==> config.mk <==
export PLATFORM = sky130hd
export DESIGN_NAME = instr_fetch_queue_flat
export DESIGN_NICKNAME = d
export VERILOG_FILES = /design/src/rtl/instr_fetch_queue_if.sv /design/src/rtl/instr_fetch_queue.sv /design/src/flat_wrapper.sv
export SDC_FILE = /design/constraint.sdc
export NUM_CORES = 1
export LEC_CHECK = 0
export CAP_MARGIN = 10
export CORE_MARGIN = 2
export CORE_UTILIZATION = 35
export DETAILED_ROUTE_END_ITERATION = 7
export GPL_TIMING_DRIVEN = 0
export SETUP_SLACK_MARGIN = 0.3
export SLEW_MARGIN = 20
export SYNTH_ARGS = -nofsm -noshare
export SYNTH_HDL_FRONTEND = slang
export SYNTH_SLANG_ARGS = --single-unit
export TNS_END_PERCENT = 1
==> constraint.sdc <==
create_clock -name clk_i -period 3.2 [get_ports clk_i]
set_input_delay 0.32 -clock clk_i [delete_from_list [all_inputs] [get_ports clk_i]]
set_output_delay 0.32 -clock clk_i [all_outputs]
set_load 0.01 [all_outputs]
==> src/rtl/instr_fetch_queue_if.sv <==
// rtl/instr_fetch_queue_if.sv - fetch-queue bus bundle: instruction memory handshake and head-of-queue outputs
//
// Signals:
//   imem_req_o    fetch -> memory   request strobe, one cycle per request
//   imem_addr_o   fetch -> memory   word-aligned request address
//   imem_rvalid_i memory -> fetch   response valid, one cycle
//   imem_rdata_i  memory -> fetch   response instruction word
//   valid_o       fetch -> decode   head entry valid
//   instr_o       fetch -> decode   head instruction (NOP when empty)
//   pc_o          fetch -> decode   PC of head instruction (0 when empty)
// Modports: master = fetch stage, slave = memory / decode side.

interface instr_fetch_queue_if;
    logic        imem_req_o;
    logic [31:0] imem_addr_o;
    logic        imem_rvalid_i;
    logic [31:0] imem_rdata_i;
    logic        valid_o;
    logic [31:0] instr_o;
    logic [31:0] pc_o;

    modport master (
        output imem_req_o,
        output imem_addr_o,
        input  imem_rvalid_i,
        input  imem_rdata_i,
        output valid_o,
        output instr_o,
        output pc_o
    );

    modport slave (
        input  imem_req_o,
        input  imem_addr_o,
        output imem_rvalid_i,
        output imem_rdata_i,
        input  valid_o,
        input  instr_o,
        input  pc_o
    );
endinterface

==> src/rtl/instr_fetch_queue.sv <==
// rtl/instr_fetch_queue.sv - IF stage: owns fetch PC, one-outstanding imem requests, instruction FIFO
//
// Ports:
//   clk_i          clock
//   rst_i          synchronous active-high reset
//   start_i        level; new requests only while high
//   stall_i        hold head entry (no dequeue); pushes still accepted
//   flush_i        discard queue and in-flight fetch, redirect to redirect_pc_i
//   redirect_pc_i  new fetch PC, sampled when flush_i=1
//   bus            instr_fetch_queue_if.master (imem handshake + head outputs)

module instr_fetch_queue #(
    parameter int          DEPTH     = 4,
    parameter logic [31:0] RESET_PC  = 32'h0000_0000,
    parameter logic [31:0] NOP_INSTR = 32'h0000_0013
) (
    input  logic                   clk_i,
    input  logic                   rst_i,
    input  logic                   start_i,
    input  logic                   stall_i,
    input  logic                   flush_i,
    input  logic [31:0]            redirect_pc_i,
    instr_fetch_queue_if.master    bus
);

    localparam int              PW   = $clog2(DEPTH);
    localparam logic [PW:0]     FULL = (PW + 1)'(DEPTH);

    typedef enum logic [1:0] {
        IDLE,
        FETCH,
        WAIT,
        DROP
    } state_t;

    state_t         state;
    state_t         state_nxt;

    logic [31:0]    fetch_pc;
    logic [31:0]    req_pc;

    logic [31:0]    q_instr [DEPTH];
    logic [31:0]    q_pc    [DEPTH];
    logic [PW-1:0]  head;
    logic [PW-1:0]  tail;
    logic [PW:0]    count;

    logic           issue;
    logic           push;
    logic           pop;
    logic           valid;

    assign valid = (count != '0);
    assign pop   = valid && !stall_i && !flush_i;

    // A request is only issued while count<DEPTH, so the returning word
    // always has a free slot even if decode stalls for the whole round trip.
    always_comb begin
        state_nxt = state;
        issue     = 1'b0;
        push      = 1'b0;
        case (state)
            IDLE: begin
                if (start_i) begin
                    state_nxt = FETCH;
                end
            end
            FETCH: begin
                if (!start_i) begin
                    state_nxt = IDLE;
                end else if (!flush_i && (count < FULL)) begin
                    issue     = 1'b1;
                    state_nxt = WAIT;
                end
            end
            WAIT: begin
                if (bus.imem_rvalid_i) begin
                    // A flush in the same cycle throws the word away.
                    push      = !flush_i;
                    state_nxt = FETCH;
                end else if (flush_i) begin
                    state_nxt = DROP;
                end
            end
            DROP: begin
                // Response belongs to the pre-flush stream; swallow it.
                if (bus.imem_rvalid_i) begin
                    state_nxt = FETCH;
                end
            end
            default: state_nxt = IDLE;
        endcase
    end

    always_ff @(posedge clk_i) begin
        if (rst_i) begin
            state    <= IDLE;
            fetch_pc <= RESET_PC;
            req_pc   <= '0;
            head     <= '0;
            tail     <= '0;
            count    <= '0;
        end else begin
            state <= state_nxt;

            if (flush_i) begin
                fetch_pc <= redirect_pc_i;
            end else if (issue) begin
                req_pc   <= fetch_pc;
                fetch_pc <= fetch_pc + 32'd4;
            end

            if (flush_i) begin
                head  <= '0;
                tail  <= '0;
                count <= '0;
            end else begin
                if (push) begin
                    tail <= tail + 1'b1;
                end
                if (pop) begin
                    head <= head + 1'b1;
                end
                case ({push, pop})
                    2'b10:   count <= count + 1'b1;
                    2'b01:   count <= count - 1'b1;
                    default: count <= count;
                endcase
            end
        end
    end

    // Storage needs no reset: entries are only visible through count.
    always_ff @(posedge clk_i) begin
        if (push && !rst_i) begin
            q_instr[tail] <= bus.imem_rdata_i;
            q_pc[tail]    <= req_pc;
        end
    end

    assign bus.imem_req_o  = issue;
    assign bus.imem_addr_o = issue ? fetch_pc : '0;
    assign bus.valid_o     = valid;
    assign bus.instr_o     = valid ? q_instr[head] : NOP_INSTR;
    assign bus.pc_o        = valid ? q_pc[head] : '0;

endmodule

==> src/flat_wrapper.sv <==
// flat-port wrapper written by rule: the top's interface ports become plain ports
module instr_fetch_queue_flat 
#(
    parameter int          DEPTH     = 4,
    parameter logic [31:0] RESET_PC  = 32'h0000_0000,
    parameter logic [31:0] NOP_INSTR = 32'h0000_0013
)
  (clk_i, rst_i, start_i, stall_i, flush_i, redirect_pc_i, bus_imem_req_o, bus_imem_addr_o, bus_imem_rvalid_i, bus_imem_rdata_i, bus_valid_o, bus_instr_o, bus_pc_o);
  instr_fetch_queue_if bus_i ();
  input  logic clk_i;
  input  logic rst_i;
  input  logic start_i;
  input  logic stall_i;
  input  logic flush_i;
  input  logic [31:0] redirect_pc_i;
  output wire logic [$bits(bus_i.imem_req_o)-1:0] bus_imem_req_o;
  output wire logic [$bits(bus_i.imem_addr_o)-1:0] bus_imem_addr_o;
  input wire logic [$bits(bus_i.imem_rvalid_i)-1:0] bus_imem_rvalid_i;
  input wire logic [$bits(bus_i.imem_rdata_i)-1:0] bus_imem_rdata_i;
  output wire logic [$bits(bus_i.valid_o)-1:0] bus_valid_o;
  output wire logic [$bits(bus_i.instr_o)-1:0] bus_instr_o;
  output wire logic [$bits(bus_i.pc_o)-1:0] bus_pc_o;
  assign bus_imem_req_o = bus_i.imem_req_o;
  assign bus_imem_addr_o = bus_i.imem_addr_o;
  assign bus_i.imem_rvalid_i = bus_imem_rvalid_i;
  assign bus_i.imem_rdata_i = bus_imem_rdata_i;
  assign bus_valid_o = bus_i.valid_o;
  assign bus_instr_o = bus_i.instr_o;
  assign bus_pc_o = bus_i.pc_o;
  instr_fetch_queue #(.DEPTH(DEPTH), .RESET_PC(RESET_PC), .NOP_INSTR(NOP_INSTR)) u_core (.clk_i(clk_i), .rst_i(rst_i), .start_i(start_i), .stall_i(stall_i), .flush_i(flush_i), .redirect_pc_i(redirect_pc_i), .bus(bus_i));
endmodule
### After elaboration in Yosys (flattened, before gate mapping)

Memory sizes are Yosys's and may differ from the RTL's. A register that Yosys moved wholly into a read port is not among the register bits.
Index checks and enable logic that the tools add are counted.

| operators by class | value |
|---|---|
| $lt $le $gt $ge | 1 |
| reduce and logical (&&, ||, !) cells | 14 |
| equality and inequality tests | 9 |
| bitwise logic cells | 1 |
| mux-type cells | 24 |
| add/sub/neg operators | 5 |

Operators by type and width:

| cell | count |
|---|---|
| $mux W32 | 5 |
| $add A32 B3 Y32 const B | 1 |
| $mux W2 | 10 |
| $pmux W2 S4 | 1 |
| $mux W1 | 7 |
| $eq A2 B2 Y1 const B | 3 |
| $pmux W3 S2 | 1 |
| $add A2 B1 Y2 const B | 2 |
| $eq A2 B1 Y1 const B | 2 |
| $logic_and A1 B1 Y1 | 4 |
| $ne A2 B2 Y1 const B | 2 |
| $reduce_and A4 Y1 | 1 |
| $reduce_bool A2 Y1 | 2 |
| $add A3 B1 Y3 const B | 1 |
| $logic_not A1 Y1 | 3 |
| $lt A3 B3 Y1 const B | 1 |
| $ne A3 B2 Y1 const B | 1 |
| $ne A3 B3 Y1 const B | 1 |
| $reduce_bool A3 Y1 | 1 |
| $sub A3 B1 Y3 const B | 1 |
| $logic_not A2 Y1 | 1 |
| $reduce_and A2 Y1 | 1 |
| $reduce_or A2 Y1 | 1 |
| $not A1 Y1 | 1 |

| word-level totals | value |
|---|---|
| flip-flop bits (word level) | 73 |
| word-level logic and storage cells | 62 |
| memory bits (writable) | 256 |
| memories | 2 |

Memory list:

| name | words | bits a word | read ports | clocked after Yosys merged registers in | wr ports | RTL line | text |
|---|---|---|---|---|---|---|---|
| u_core.q_instr | 4 | 32 | 1 | 1 | 1 | instr_fetch_queue.sv:42 | `logic [31:0] q_instr [DEPTH];` |
| u_core.q_pc | 4 | 32 | 1 | 1 | 1 | instr_fetch_queue.sv:43 | `logic [31:0] q_pc [DEPTH];` |

### Logic depth before layout (Yosys ltp)

Gate-level depths: netlist (run 1).

| logic depth | value |
|---|---|
| depth after elaboration | 7 |
| mapped depth | 11 |

### Worst setup path before layout (run 1)

Ideal clock, no wire load.

| timing path | value |
|---|---|
| path kind | register to register |
| from | register u_core.state[0] |
| to | memory u_core.q_instr[0][0], enable pin |
| path buffers | 1 |
| clock period less this slack | 2.905 ns |
| cell stages (with the launch flop) | 6 |
| arrival time | 2.476 ns |
| path slack | 0.295 ns |
| data required time | 2.771 ns |
| cell sequence | dfxtp_1 inv_1 ha_1 and2_1 clkbuf_1 and3_1 |

| between the ends | value |
|---|---|
| longest elaborated chain between the ends | 5 |

RTL lines:

| item | RTL line | text |
|---|---|---|
| from (decl) | instr_fetch_queue.sv:36 | `state_t state;` |
| from (signal assigned) | instr_fetch_queue.sv:104 | `state <= state_nxt;` |
| $eq A2 B2 Y1 | instr_fetch_queue.sv:62 | `case (state)` |
| $mux W1 | instr_fetch_queue.sv:62 |  |
| $logic_and A1 B1 Y1 | instr_fetch_queue.sv:135 | `if (push && !rst_i) begin` |
| $mux W1 | instr_fetch_queue.sv:135 |  |
| $mux W1 (implied by the code) | instr_fetch_queue.sv:136 | `q_instr[tail] <= bus.imem_rdata_i;` |
| to (decl) | instr_fetch_queue.sv:42 |  |

Every way passes these cells.

==> impl_metrics.csv, run 1 <==
group,metric,value,unit
global_route,antenna_found_initial,0,
drt,dr.pass1.iters,5,
final_layout,register_area,9190,um^2
global_route,grt_first_pass_wirelength,46700,um
power,p_leak,0.00567,uW
timing,worst_pin_slew,698,ps
final_layout,multiInputGateArea,3750,um^2
clock_tree,clkTransAtPathRegs,60,ps
power,p_total,9160,uW
timing,min_period_over_period,88.9,%
synthesis,ys_warn_count,0,
timing,whs,366,ps
floorplanning,num_rows,71,
synthesis,synth_nets,951,
synthesis,synthesis.area,13300,um^2
worst_hold_path,holdCritStartpoint,"redirect_pc_i[8]",
status,status,"finished, final reports clean",
drt,drt_iter0_drc,457,
timing,fin_tns_setup,0,ps
final_layout,syn_to_final_growth,28.4,%
floorplanning,die_y,199,um
global_route,grt_max_degree,42,
setup_path,r2r-start,"u_core.state[0]$_SDFFE_PP0P_",
floorplanning,io_pins,168,
final_layout,nNetsFinal,1163,
placed_design,dpl.hpwl,20700,um
synthesis,syn_avg_cell_area,15.2,um^2
clock_tree,htreeDepth,2,
timing,setup_viol,0,
drt,vias,7822,
setup_path,path_class,"reg -> out",
placed_design,port-buffer-count,166,
setup_path,reg2reg_depth,11,
synthesis,synth-seq-cells,331,
synthesis,synth_cell_types,50,
drt,wire_per_inst,19.0,um
final_layout,fill_cells,3403,
timing,rsz0062_at_grt,"yes",
floorplanning,die_w,199,um
clock_tree,cts_inserted_buffers,37,
clock_tree,clock_latency,520,ps
synthesis,yosys.area.top_type,"edfxtp_1",
timing,report.final.slew_viol_count,0,
synthesis,synth_cells,870,
floorplanning,core,37500,um^2
drt,routed_wl,30700,um
synthesis,synth_common_cells,"edfxtp_1, nand2_1, dfxtp_1",
timing,fin_crit,2840,ps
synthesis,synth.most_common_cell,"edfxtp_1",
global_route,gr-usage-all-layers,15.8,%
floorplanning,die_area,39400,um^2
setup_path,crit_end,"bus_pc_o[11]",
drt,ant_nets,0,
synthesis,ys_top_cells_by_area,"edfxtp_1, dfxtp_1, mux4_2",
clock_tree,cts_tree,"yes",
timing,slew_headroom,53.1,%
clock_tree,numClockSinks,331,
synthesis,yosysSeqAreaShare,69.3,%
synthesis,synth_top_area_share,58.0,%
power,powerDensity,538,nW/um^2
setup_path,worstPathRequired,2880,ps
clock_tree,cts_buffer_depth,3,
global_route,overflow,0,
final_layout,layout.cells.non_filler,1621,
synthesis,synthFlopType,"edfxtp_1",
setup_path,rrSetupSlack,740,ps
floorplanning,start_util,35.4,%
synthesis,synthArstFlopShare,0,%
final_layout,antennaDiodeCount,0,
drt,routed_via_density,4.83,
placed_design,place_inst,1551,
timing,clock.fmax,352,MHz
setup_path,crit_fanout,10,
final_layout,final_layout_size_suffix_gt1_share,15.5,%
setup_path,end_kind,"primary output",
clock_tree,clock-root-buffer,"clkbuf_16",
worst_hold_path,min_path_type,"in -> reg",
timing,fin_skew,15.2,ps
synthesis,synth-edff-count,256,
setup_path,r2r-end,"u_core.count[2]$_SDFFE_PP0P_",
placed_design,gp_congestion,0.895,
power,ir_worst_vdd,0.287,mV
setup_path,critPathArrivalTime,2520,ps
global_route,grt_pass1_vias,7985,
setup_path,startpoint_type,"flop",
run,drv.max_cap_violation_count,0,
timing,hold_viol_final,0,
drt,drc,0,
==> sequential cells by signal, summed over array words and instances, names as in the netlist, named ones only <==
| name | cells |
|---|---|
| u_core.q_instr | 128 |
| u_core.q_pc | 128 |
| u_core.fetch_pc | 32 |
| u_core.req_pc | 32 |
| u_core.count | 3 |
| u_core.head | 2 |
| u_core.state | 2 |
| u_core.tail | 2 |
==> layout by cell type (no fill, tap or decap), types with 3 or more instances in the layout <==
master	synthesis	routed
or2_2	6	6
buf_6	1	7
nand4_1	7	7
buf_4	0	4
nor3_1	11	10
nor4_1	5	5
mux2_2	3	3
and3_4	0	4
mux4_2	64	64
o21ai_0	5	5
a21oi_1	55	55
or3_1	3	3
inv_1	44	43
o22ai_1	5	5
clkbuf_2	0	5
nor2_1	37	37
bufinv_16	0	3
clkdlybuf4s50_1	0	165
nand3_1	11	10
ha_1	10	9
xnor2_1	16	16
a211oi_1	10	10
mux2i_1	5	5
and3_1	10	6
xor2_1	10	10
clkbuf_1	31	27
and2_1	62	62
dfxtp_1	75	75
clkinv_1	0	9
nand2_1	91	91
clkbuf_16	0	39
clkbuf_8	0	5
clkbuf_4	0	6
edfxtp_1	256	256
==> layout make-up <==
class / count / share of cell area, %
well taps: 511 / 3.76
multi-input cells: 451 / 22.1
inverters: 45 / 0.993
clock buffers: 51 / 6.24
flip-flops and latches: 331 / 54.0
clock inverters: 16 / 0.919
repair buffers: 173 / 10.5
plain buffers: 43 / 1.54
==> report_power, final <==
| group | switching [uW] | total (uW) | internal, uW |
|---|---|---|---|
| logic | 143 | 285 | 142 |
| registers | 45.1 | 4680 | 4640 |
| clock network | 1640 | 4190 | 2560 |
==> critical path, stage by stage (launching register included) <==
cell	delay (ps)
dfxtp_1	320
clkbuf_8	220
buf_6	210
mux4_2	530
and2_1	170
clkdlybuf4s50_1	550
==> logic make-up (layout without fill, tap and decap cells) <==
kind of cell / count (synthesis) / after routing / synth area share (%)
flip-flops: 331 / 331 / 69.3
AND/OR/NAND/NOR: 259 / 259 / 10.1
buffers and inverters: 88 / 328 / 2.64
AO/OA/AOI/OAI: 83 / 83 / 3.60
multiplexers: 72 / 72 / 11.5
XOR/XNOR: 26 / 26 / 1.72
adder cells (fa/ha/maj): 11 / 11 / 1.10
==> through the flow <==
step / utilization, % / worst slack (ps) / instance area, um^2
floorplan: - / 295 / 13300
global placement: 41.5 / -1460 / 15600
detailed placement: 41.8 / 103 / 15700
CTS: 45.3 / 256 / 17000
global route: 45.4 / 256 / 17000
finish: 45.4 / 356 / 17000
==> per-layer routing <==
| layer | share of wire [%] | GRT usage, % | vias to the layer above | wire (um) |
|---|---|---|---|---|
| li1 | - | - | 3657 | - |
| met1 | 45 | 21.4 | 3876 | 13900 |
| met2 | 48 | 26.2 | 245 | 14700 |
| met3 | 5.0 | 2.66 | 44 | 1540 |
| met4 | 2.0 | 4.53 | 0 | 629 |
| met5 | 0 | 0 | - | 0 |
==> worst min-delay path by stage <==
stage	slack (ps)	cells past startpoint	endpoint
finish	370	3	u_core.fetch_pc[8]$_SDFFE_PP0N_
global route	380	3	u_core.fetch_pc[14]$_SDFFE_PP0N_
CTS	350	3	u_core.fetch_pc[8]$_SDFFE_PP0N_
detailed placement	480	2	u_core.req_pc[0]$_SDFFE_PP0P_
global placement	470	0	u_core.q_pc[3][4]$_DFFE_PP_
floorplan	420	0	u_core.q_instr[0][0]$_DFFE_PP_
==> timing repair <==
action / in CTS / in global routing
gates resized for setup: 32 / 16
pin swaps: 0 / 1
buffers inserted: 3 / 0
endpoints found under the hold margin: 0 / 0
setup endpoints to repair: 95 / 85
hold buffers: 0 / 0
(Power assumes the default switching activity.)
==> run 2: changes to the inputs <==
==> constraint.sdc (replaced) <==
create_clock -name clk_i -period 2.5 [get_ports clk_i]
set_input_delay 0.25 -clock clk_i [delete_from_list [all_inputs] [get_ports clk_i]]
set_output_delay 0.25 -clock clk_i [all_outputs]
set_load 0.01 [all_outputs]
==> impl_metrics.csv, run 2 (synthesis gave the netlist of run 1 again) <==
group,metric,value,unit
power,p_leak,0.00640,uW
setup_path,crit_chain,"clkbuf_16, buf_12, buf_12, buf_16, buf_6, mux4_2, and2_4, buf_6",
floorplanning,io_pins,168,
timing,hold_viol_final,0,
global_route,grt_max_degree,42,
global_route,grt_pass1_vias,8108,
worst_hold_path,min_path_type,"in -> reg",
setup_path,worstPathRequired,2250,ps
timing,setup_slack,54.0,ps
placed_design,gp_congestion,0.895,
floorplanning,core,37500,um^2
timing,setup_viol,0,
setup_path,end_kind,"primary output",
drt,dr.pass1.iters,5,
clock_tree,cts_tree,"yes",
timing,fin_crit,2450,ps
placed_design,pre_cts_ws,-527,ps
timing,slew_headroom,51.6,%
timing,worst_pin_slew,726,ps
placed_design,dpl_cell_area,15700,um^2
clock_tree,clkTransAtPathRegs,60,ps
final_layout,syn_to_final_growth,34.3,%
final_layout,layout.cells.non_filler,1647,
clock_tree,numClockSinks,331,
placed_design,port-buffer-count,166,
drt,drt_iter0_drc,495,
final_layout,fill_cells,3327,
setup_path,rrSetupSlack,220,ps
drt,drc,0,
clock_tree,htreeDepth,2,
drt,routed_via_density,4.82,
global_route,overflow,0,
power,powerDensity,661,nW/um^2
timing,min_period_over_period,97.8,%
status,status,"finished, final reports clean",
final_layout,stdcell_area,17800,um^2
drt,ant_nets,0,
setup_path,max_stage_delay,410,ps
final_layout,final_layout_size_suffix_gt1_share,35.6,%
floorplanning,die_w,199,um
setup_path,critPathArrivalTime,2200,ps
setup_path,crit_fanout,5,
setup_path,path_class,"reg -> out",
global_route,gr-usage-all-layers,16.2,%
placed_design,dpl.hpwl,20700,um
final_layout,antennaDiodeCount,0,
timing,clock.fmax,409,MHz
floorplanning,num_rows,71,
drt,vias,7942,
clock_tree,cts_inserted_buffers,37,
floorplanning,die_y,199,um
timing,rsz0062_at_grt,"yes",
clock_tree,clock-root-buffer,"clkbuf_16",
final_layout,reg_top3,"u_core.q_instr (128), u_core.q_pc (128)",
placed_design,place_inst,1551,
power,p_total,11800,uW
drt,routed_wl,31800,um
drt,wire_per_inst,19.3,um
global_route,grt_first_pass_wirelength,47700,um
run,drv.max_cap_violation_count,0,
final_layout,final_cell_mix,"edfxtp_1, dfxtp_1, clkdlybuf4s50_1",
clock_tree,clock_latency,520,ps
final_layout,nNetsFinal,1189,
power,ir_worst_vdd,0.368,mV
floorplanning,start_util,35.4,%
final_layout,layout_commonest_cell,"edfxtp_1",
timing,fin_skew,13.2,ps
final_layout,finish.utilization,47.5,%
setup_path,startpoint_type,"flop",
floorplanning,die_area,39400,um^2
clock_tree,cts_buffer_depth,3,
setup_path,slowest_stage,"mux4_2",
global_route,antenna_found_initial,0,
timing,report.final.slew_viol_count,0,
-- run 2: worst max-delay path: cells and delay by family (launching register included) --
| family | cells | cell delay, ps |
|---|---|---|
| multiplexers | 1 | 410 |
| AND/OR/NAND/NOR | 1 | 170 |
| buffers and inverters | 6 | 760 |
| flip-flops | 1 | 350 |
-- run 2: stage by stage --
| step | hold WS [ps] | setup TNS, ps |
|---|---|---|
| after floorplan | 349 | -77680 |
| after global placement | 472 | -482530 |
| after detailed placement | 482 | -43150 |
| after CTS | 262 | -30.7 |
| after global routing | 306 | -22.7 |
| final | 275 | 0 |
-- run 2: routing by layer --
| layer | vias to the layer above | track usage, % | part of all wire, % |
|---|---|---|---|
| li1 | 3715 | - | - |
| met1 | 3938 | 21.9 | 45 |
| met2 | 241 | 26.8 | 48 |
| met3 | 48 | 2.66 | 5.0 |
| met4 | 0 | 4.86 | 2.3 |
| met5 | - | 0 | 0 |
-- run 2: area by class of cell --
| cell class | instances | area [um^2] | share of cell area, % |
|---|---|---|---|
| tap | 511 | 639 | 3.59 |
| multi-input combinational | 451 | 4120 | 23.1 |
| sequential | 331 | 9200 | 51.7 |
| buffer | 43 | 404 | 2.27 |
| clock buffer | 51 | 1060 | 5.96 |
| clock inverter | 16 | 156 | 0.878 |
| inverter | 45 | 181 | 1.02 |
| timing repair buffer | 199 | 2040 | 11.5 |
-- run 2: final timing paths --
kind / from / to / depth (start not counted)
max: flop / bus_pc_o[19] / 8
min: flush_i / u_core.fetch_pc[3]$_SDFFE_PP0N_ / 4
max reg2reg: u_core.count[2]$_SDFFE_PP0P_ / u_core.count[2]$_SDFFE_PP0P_ / 9
min reg2reg: u_core.req_pc[4]$_SDFFE_PP0P_ / u_core.req_pc[4]$_SDFFE_PP0P_ / 2
-- run 2: timing repair --
item | 4_1_cts | 5_1_grt
hold buffers | 0 | 0
pin swaps | 43 | 17
setup endpoints to repair | 246 | 160
resized for setup | 506 | 137
buffers inserted | 17 | 6
gates cloned | 6 | 0
-- run 2: report_power, final --
part | leakage, uW | total (uW) | switching (uW) | internal [uW]
registers | 0.00283 | 6000 | 71.0 | 5930
logic | 0.00298 | 395 | 200 | 195
clock network | 0.000584 | 5360 | 2090 | 3280
